**src/rtl/qlearn_pkg.sv**
```systemverilog
// Shared Q-learning fixed-point definitions: Q-table formats, saturation bounds and the
// accumulator-to-storage conversion. Rounding is selected by the QWB_ROUND_EN macro.
package qlearn_pkg;

  localparam int IN_W       = 24;
  localparam int Q_W        = 16;
  localparam int ADDR_W     = 10;
  localparam int FRAC_SHIFT = 4;
  localparam int QWB_DEPTH  = 4;

  localparam logic [Q_W-1:0] Q_MAX = {1'b0, {(Q_W-1){1'b1}}};
  localparam logic [Q_W-1:0] Q_MIN = {1'b1, {(Q_W-1){1'b0}}};

  typedef enum logic {WB_IDLE, WB_REQ} wb_state_e;

  // One guard bit above IN_W keeps the rounding add from wrapping before saturation.
  function automatic logic [Q_W-1:0] q_convert(input logic [IN_W-1:0] sum);
    logic signed [IN_W:0] x;
    logic signed [IN_W:0] hi;
    logic signed [IN_W:0] lo;
    hi = {{(IN_W+1-Q_W){Q_MAX[Q_W-1]}}, Q_MAX};
    lo = {{(IN_W+1-Q_W){Q_MIN[Q_W-1]}}, Q_MIN};
    x  = signed'({sum[IN_W-1], sum});
`ifdef QWB_ROUND_EN
    x = x + signed'((IN_W+1)'(1) << (FRAC_SHIFT - 1));
`endif
    x = x >>> FRAC_SHIFT;
    if (x > hi) return Q_MAX;
    if (x < lo) return Q_MIN;
    return x[Q_W-1:0];
  endfunction

endpackage

```
**src/rtl/qval_writeback_fifo.sv**
```systemverilog
// qwb_fifo: register FIFO of pending {addr, data} updates. Exposes the head, the entry
// behind it, and every slot's address/valid so the top can run the hazard compare.
module qwb_fifo #(
  parameter int DEPTH = 4,
  parameter int AW    = 10,
  parameter int DW    = 16
) (
  input  logic                      clk,
  input  logic                      rst_n,
  input  logic                      push,
  input  logic                      pop,
  input  logic [AW-1:0]             push_addr,
  input  logic [DW-1:0]             push_data,
  output logic [AW-1:0]             head_addr,
  output logic [DW-1:0]             head_data,
  output logic [AW-1:0]             next_addr,
  output logic [DW-1:0]             next_data,
  output logic [$clog2(DEPTH):0]    count,
  output logic                      full,
  output logic                      empty,
  output logic [AW-1:0]             entry_addr [DEPTH],
  output logic [DEPTH-1:0]          entry_valid
);

  localparam int PW = $clog2(DEPTH);
  localparam logic [PW:0] FULL_CNT = (PW+1)'(DEPTH);

  logic [AW-1:0] addr_mem [DEPTH];
  logic [DW-1:0] data_mem [DEPTH];
  logic [PW-1:0] wr_ptr, rd_ptr;
  logic [PW:0]   count_next;

  assign count_next = count + (PW+1)'(push) - (PW+1)'(pop);

  // full is registered from the next occupancy so in_ready never sees push/valid combinationally.
  always_ff @(posedge clk) begin
    if (!rst_n) begin
      wr_ptr <= '0;
      rd_ptr <= '0;
      count  <= '0;
      full   <= 1'b0;
    end else begin
      if (push) begin
        addr_mem[wr_ptr] <= push_addr;
        data_mem[wr_ptr] <= push_data;
        wr_ptr           <= wr_ptr + PW'(1);
      end
      if (pop) rd_ptr <= rd_ptr + PW'(1);
      count <= count_next;
      full  <= (count_next == FULL_CNT);
    end
  end

  assign empty      = (count == '0);
  assign head_addr  = addr_mem[rd_ptr];
  assign head_data  = data_mem[rd_ptr];
  assign next_addr  = addr_mem[rd_ptr + PW'(1)];
  assign next_data  = data_mem[rd_ptr + PW'(1)];
  assign entry_addr = addr_mem;

  always_comb begin
    logic [PW-1:0] off;
    off         = '0;
    entry_valid = '0;
    for (int i = 0; i < DEPTH; i++) begin
      off            = PW'(i) - rd_ptr;
      entry_valid[i] = ({1'b0, off} < count);
    end
  end

endmodule

```
**src/rtl/qval_writeback.sv**
```systemverilog
// qval_writeback: converts pipeline sums to Q-table format, queues them and commits them to
// the BRAM port via req/gnt. Build with QWB_ROUND_EN for round-half-up conversion.
module qval_writeback
  import qlearn_pkg::*;
#(
  parameter int DEPTH = QWB_DEPTH
) (
  input  logic              clk,
  input  logic              rst_n,
  input  logic              in_valid,
  output logic              in_ready,
  input  logic [IN_W-1:0]   in_sum,
  input  logic [ADDR_W-1:0] in_addr,
  output logic              wr_req,
  input  logic              wr_gnt,
  output logic [ADDR_W-1:0] wr_addr,
  output logic [Q_W-1:0]    wr_data,
  input  logic [ADDR_W-1:0] probe_addr,
  output logic              probe_hit,
  input  logic              flush,
  output logic              flush_done,
  output logic [15:0]       wr_count
);

  localparam int CW = $clog2(DEPTH) + 1;

  wb_state_e         state, state_next;
  logic              accept, pop, load;
  logic              fifo_full, fifo_empty, flush_pending;
  logic [CW-1:0]     fifo_count;
  logic [ADDR_W-1:0] head_addr, next_addr, load_addr;
  logic [Q_W-1:0]    head_data, next_data, load_data, conv_data;
  logic [ADDR_W-1:0] entry_addr [DEPTH];
  logic [DEPTH-1:0]  entry_valid, entry_match;

  assign in_ready  = !fifo_full;
  assign accept    = in_valid && in_ready;
  assign conv_data = q_convert(in_sum);
  assign wr_req    = (state == WB_REQ);
  assign pop       = (state == WB_REQ) && wr_gnt;

  // The presented write stays in the FIFO until granted, so DEPTH bounds all uncommitted updates.
  qwb_fifo #(.DEPTH(DEPTH), .AW(ADDR_W), .DW(Q_W)) u_fifo (
    .clk        (clk),
    .rst_n      (rst_n),
    .push       (accept),
    .pop        (pop),
    .push_addr  (in_addr),
    .push_data  (conv_data),
    .head_addr  (head_addr),
    .head_data  (head_data),
    .next_addr  (next_addr),
    .next_data  (next_data),
    .count      (fifo_count),
    .full       (fifo_full),
    .empty      (fifo_empty),
    .entry_addr (entry_addr),
    .entry_valid(entry_valid)
  );

  always_ff @(posedge clk) begin
    if (!rst_n) state <= WB_IDLE;
    else        state <= state_next;
  end

  // Output registers always mirror the FIFO head; an empty FIFO forwards the accepting input.
  always_comb begin
    state_next = state;
    load       = 1'b0;
    load_addr  = head_addr;
    load_data  = head_data;
    unique case (state)
      WB_IDLE: begin
        if (!fifo_empty) begin
          load       = 1'b1;
          state_next = WB_REQ;
        end else if (accept) begin
          load       = 1'b1;
          load_addr  = in_addr;
          load_data  = conv_data;
          state_next = WB_REQ;
        end
      end
      WB_REQ: begin
        if (wr_gnt) begin
          if (fifo_count >= CW'(2)) begin
            load      = 1'b1;
            load_addr = next_addr;
            load_data = next_data;
          end else if (accept) begin
            load      = 1'b1;
            load_addr = in_addr;
            load_data = conv_data;
          end else begin
            state_next = WB_IDLE;
          end
        end
      end
      default: state_next = WB_IDLE;
    endcase
  end

  always_ff @(posedge clk) begin
    if (!rst_n) begin
      wr_addr       <= '0;
      wr_data       <= '0;
      wr_count      <= '0;
      flush_pending <= 1'b0;
    end else begin
      if (load) begin
        wr_addr <= load_addr;
        wr_data <= load_data;
      end
      if (pop) wr_count <= wr_count + 16'd1;
      flush_pending <= flush || (flush_pending && !flush_done);
    end
  end

  assign flush_done = flush_pending && fifo_empty && (state == WB_IDLE) && !accept;

  always_comb begin
    entry_match = '0;
    for (int i = 0; i < DEPTH; i++) begin
      entry_match[i] = entry_valid[i] && (entry_addr[i] == probe_addr);
    end
  end

  assign probe_hit = (|entry_match) || (wr_req && (wr_addr == probe_addr));

endmodule

```
**config.mk**
```make
export PLATFORM = sky130hd
export DESIGN_NAME = qval_writeback
export DESIGN_NICKNAME = d
export VERILOG_FILES = /design/src/rtl/qlearn_pkg.sv /design/src/rtl/qval_writeback_fifo.sv /design/src/rtl/qval_writeback.sv
export SDC_FILE = /design/constraint.sdc
export NUM_CORES = 1
export LEC_CHECK = 0
export CORE_MARGIN = 2
export CORE_UTILIZATION = 56
export CTS_CLUSTER_DIAMETER = 200
export DETAILED_ROUTE_END_ITERATION = 10
export MAX_ROUTING_LAYER = met4
export PLACE_DENSITY = 0.9
export RECOVER_POWER = 50
export SYNTH_ARGS = -nofsm -noshare
export SYNTH_HDL_FRONTEND = slang
export SYNTH_SLANG_ARGS = --single-unit
```
**constraint.sdc**
```tcl
create_clock -name clk -period 3.55 [get_ports clk]
set_clock_uncertainty 0.15 [all_clocks]
set_input_delay 0.5325 -clock clk [delete_from_list [all_inputs] [get_ports clk]]
set_output_delay 0.5325 -clock clk [all_outputs]
set_load 0.01 [all_outputs]
```
==> impl_results.md <==
- Ys async rst share: 0%
- Leak: 0.00342 uW
- Die width: 124 um
- Clock Sinks: 158
- Antenna Nets Post-Route: 0
- CTS Root Cell: clkbuf_16
- Hold_buf cts: 0
- Largest area contributor in the netlist: edfxtp_1
- Worst Setup SP: probe_addr[9]
- Boundary Pins: 95
- Type of element launching the critical path: input port
- Largest net degree at the start of global routing: 55
- CTS tree: yes
- Bufs on Longest Clock Path: 2
- Crit path kind: in2out
- I/O Buffers: 90
- Max-cap violation count: 0
- HP Class: reg2reg
- Initial Utilization: 57.7%
- Die Ht: 124 um
- Peak VDD IR: 0.000427 V
- Share of post-route cells with drive strength above 1: 15.5%
- Top cells by area, synth: edfxtp_1 39%, mux4_2 14%, dfxtp_1 13%
- Sequential share of the synthesized area: 52.1%
- Top FF cell, synth: edfxtp_1
- GRT Total Usage: 29.8%
- Critical path's slowest cell: clkdlybuf4s50_1
- Mapped Area: 0.00807 mm2
- CP arrival: 2790 ps
- GPL Wtd Cong: 0.944
- Vias: 6072
- Most used cell, CP: clkdlybuf4s50_1
- # H-tree levels: 4
- # nets final: 791
- Final WS setup: 77.7 ps
- Final setup fails: 0
- Min-delay src: wr_data[15]
- Status: complete, no violations
- Worst Path Required: 2870 ps
- Fin. Hold Viols: 0
- WP buf/inv: 2
- Top-area cell type share of the netlist area: 38.7%
- PD cells: 659 mW/mm2
- Post-synthesis cell count: 641
- Delay-heaviest family, CP: buffers and inverters
- Hold Crit Depth: 2
- Core area: 0.0140 mm2
- Critical Path Sink Type: primary output
- Commonest non-fill, non-tap cell in the layout: edfxtp_1
- Vias per cell: 6.58
- Period Utilization, post-route: 97.8%
- Hpwl dp: 13600 um
- Mean Syn Cell Area: 12.6 um2
- Placement Setup Slack: 99.0 ps
- Final wirelength: 21000 um
- Clk slew on worst S/H paths: 60 ps
- Syn Nets: 703
- Commonest non-fill, non-tap cells in the layout: 104 x edfxtp_1, 56 x dlygate4sd3_1, 52 x dfxtp_1
- Layout Area Growth over Synthesis: 22.1%
- Site Rows: 43
- DR iter-0 viols: 659
- FF+latch count, synth: 158
- RSZ-0062 raised after global routing: false
- CTS Buf Count: 17
- Rel. slew slack: 14.9%
- Antenna violations before repair: 1
- Vias in the first global route: 6309
- Final Max Tran Viols: 0
- Post-synth EDFFs: 104
- Setup TNS: 0 ps
- Reg-to-Reg Start: u_fifo.count[1]
- Slew @ Worst Pin: 1270 ps
- Clk_lat worst skew: 430 ps
- Crit Path Max Fanout: 2
- Netlist cell types: 52
- Max stage delay on crit path: 540 ps
- Synth warn: 0
- Wire per inst: 22.7 um
- Levels on crit path: 7
- Residual DRC: 0
- Reg2Reg Depth: 8
- Fin crit period: 3470 ps
- Die area: 0.0154 mm2
- Max Clock Freq: 0.288 GHz
- Crit-path cells: clkdlybuf4s50_1 > xor2_1 > nor4_2 > o21ai_0 > or4_1 > nand3_1 > clkdlybuf4s50_1
- Power, Total: 6500 uW
- Drt first pass iters: 5
- First-pass GRT wire length: 33000 um
- GRT overflow: 0
- Smallest hold slack: 326 ps
-- power by group --
group | leakage [uW] | switching, uW | total (uW) | internal, uW
Clock | 0.000283 | 744 | 1840 | 1090
Combinational | 0.00175 | 1180 | 2170 | 992
Sequential | 0.00139 | 247 | 2490 | 2240
Total | 0.00342 | 2170 | 6500 | 4320
-- timing repair --
action                                  CTS  global route
resized for setup                         0             3
endpoints found under the setup margin    0             1
buffers inserted                          0             0
-- through the flow --
| stage | std cells | util [%] | instance area [um2] |
|---|---|---|---|
| 6_report | 923 | 70.5 | 9860 |
| 5_1_grt | 923 | 70.5 | 9860 |
| 4_1_cts | 922 | 70.7 | 9890 |
| 3_5_place_dp | 890 | 66.4 | 9290 |
| 3_3_place_gp | 890 | 66.4 | 9290 |
| 2_1_floorplan | 641 | - | 8070 |
-- cell families (layout without fill, tap and decap cells) --
kind of cell | count (synthesis) | in the layout | synth area share, %
AO/OA/AOI/OAI | 124 | 124 | 10.1
XOR/XNOR | 65 | 65 | 7.06
adder cells (fa/ha/maj) | 13 | 13 | 2.11
buffers and inverters | 72 | 173 | 3.67
flip-flops | 158 | 158 | 52.1
multiplexers | 57 | 57 | 15.0
other | 0 | 1 | 0
AND/OR/NAND/NOR | 152 | 152 | 10.0
-- state kept, by name, summed over array words and instances, names as in the netlist, named ones only --
name               flops
wr_count              16
u_fifo.rd_ptr          2
u_fifo.full            1
u_fifo.entry_addr     40
u_fifo.count           3
u_fifo.wr_ptr          2
wr_addr               10
wr_req                 1
flush_pending          1
u_fifo.data_mem       64
wr_data               16
-- per-layer routing --
metal | wire [um] | GRT usage, % | vias up | share of wire (%)
met3 | 2010 | 6.68 | 63 | 9.6
met2 | 10400 | 47.5 | 441 | 50
met1 | 7990 | 36.6 | 2965 | 38
met4 | 555 | 14.0 | 0 | 2.6
met5 | 0 | - | - | 0
li1 | - | - | 2603 | -
-- cell usage after synthesis (2+ instances only) --
cell,n
mux2i_1,5
edfxtp_1,104
nand3_1,7
nor2_1,35
and2_1,18
clkbuf_1,35
a21boi_1,2
buf_2,8
nand3b_1,15
nor4_1,6
a31oi_1,19
ha_1,12
nor2b_1,2
dfxtp_1,54
nor3_1,9
nand2b_1,3
xnor2_1,36
buf_1,5
o211ai_1,23
a21o_1,3
inv_1,20
a21oi_1,16
xor2_1,29
o21ai_1,17
o21ai_0,17
a22oi_1,8
or3_1,6
buf_6,2
nand4_1,8
mux4_2,51
o22ai_1,3
a21boi_0,9
and3_1,6
nand2_1,30
-- final cells by class --
class | instances | area (um2)
Sequential cell | 158 | 4210
Fill cell | 897 | 4130
Multi-Input combinational cell | 411 | 3590
Timing Repair Buffer | 120 | 1160
Clock buffer | 20 | 467
Tap cell | 180 | 225
Clock inverter | 12 | 134
Inverter | 21 | 78.8
Antenna cell | 1 | 2.50
-- tightest hold or removal path, stage by stage, from the launching register on --
cell     delay [ps]
dfxtp_1         300
nand2_1          60
o22ai_1          70
-- path summary, 6_finish.rpt --
kind | end | slack [ps]
max | probe_hit | 80
min | wr_data[15] | 330
max reg2reg | wr_addr[7] | 490
min reg2reg | wr_data[15] | 330
No activity file was read; power rests on OpenSTA's default activity.
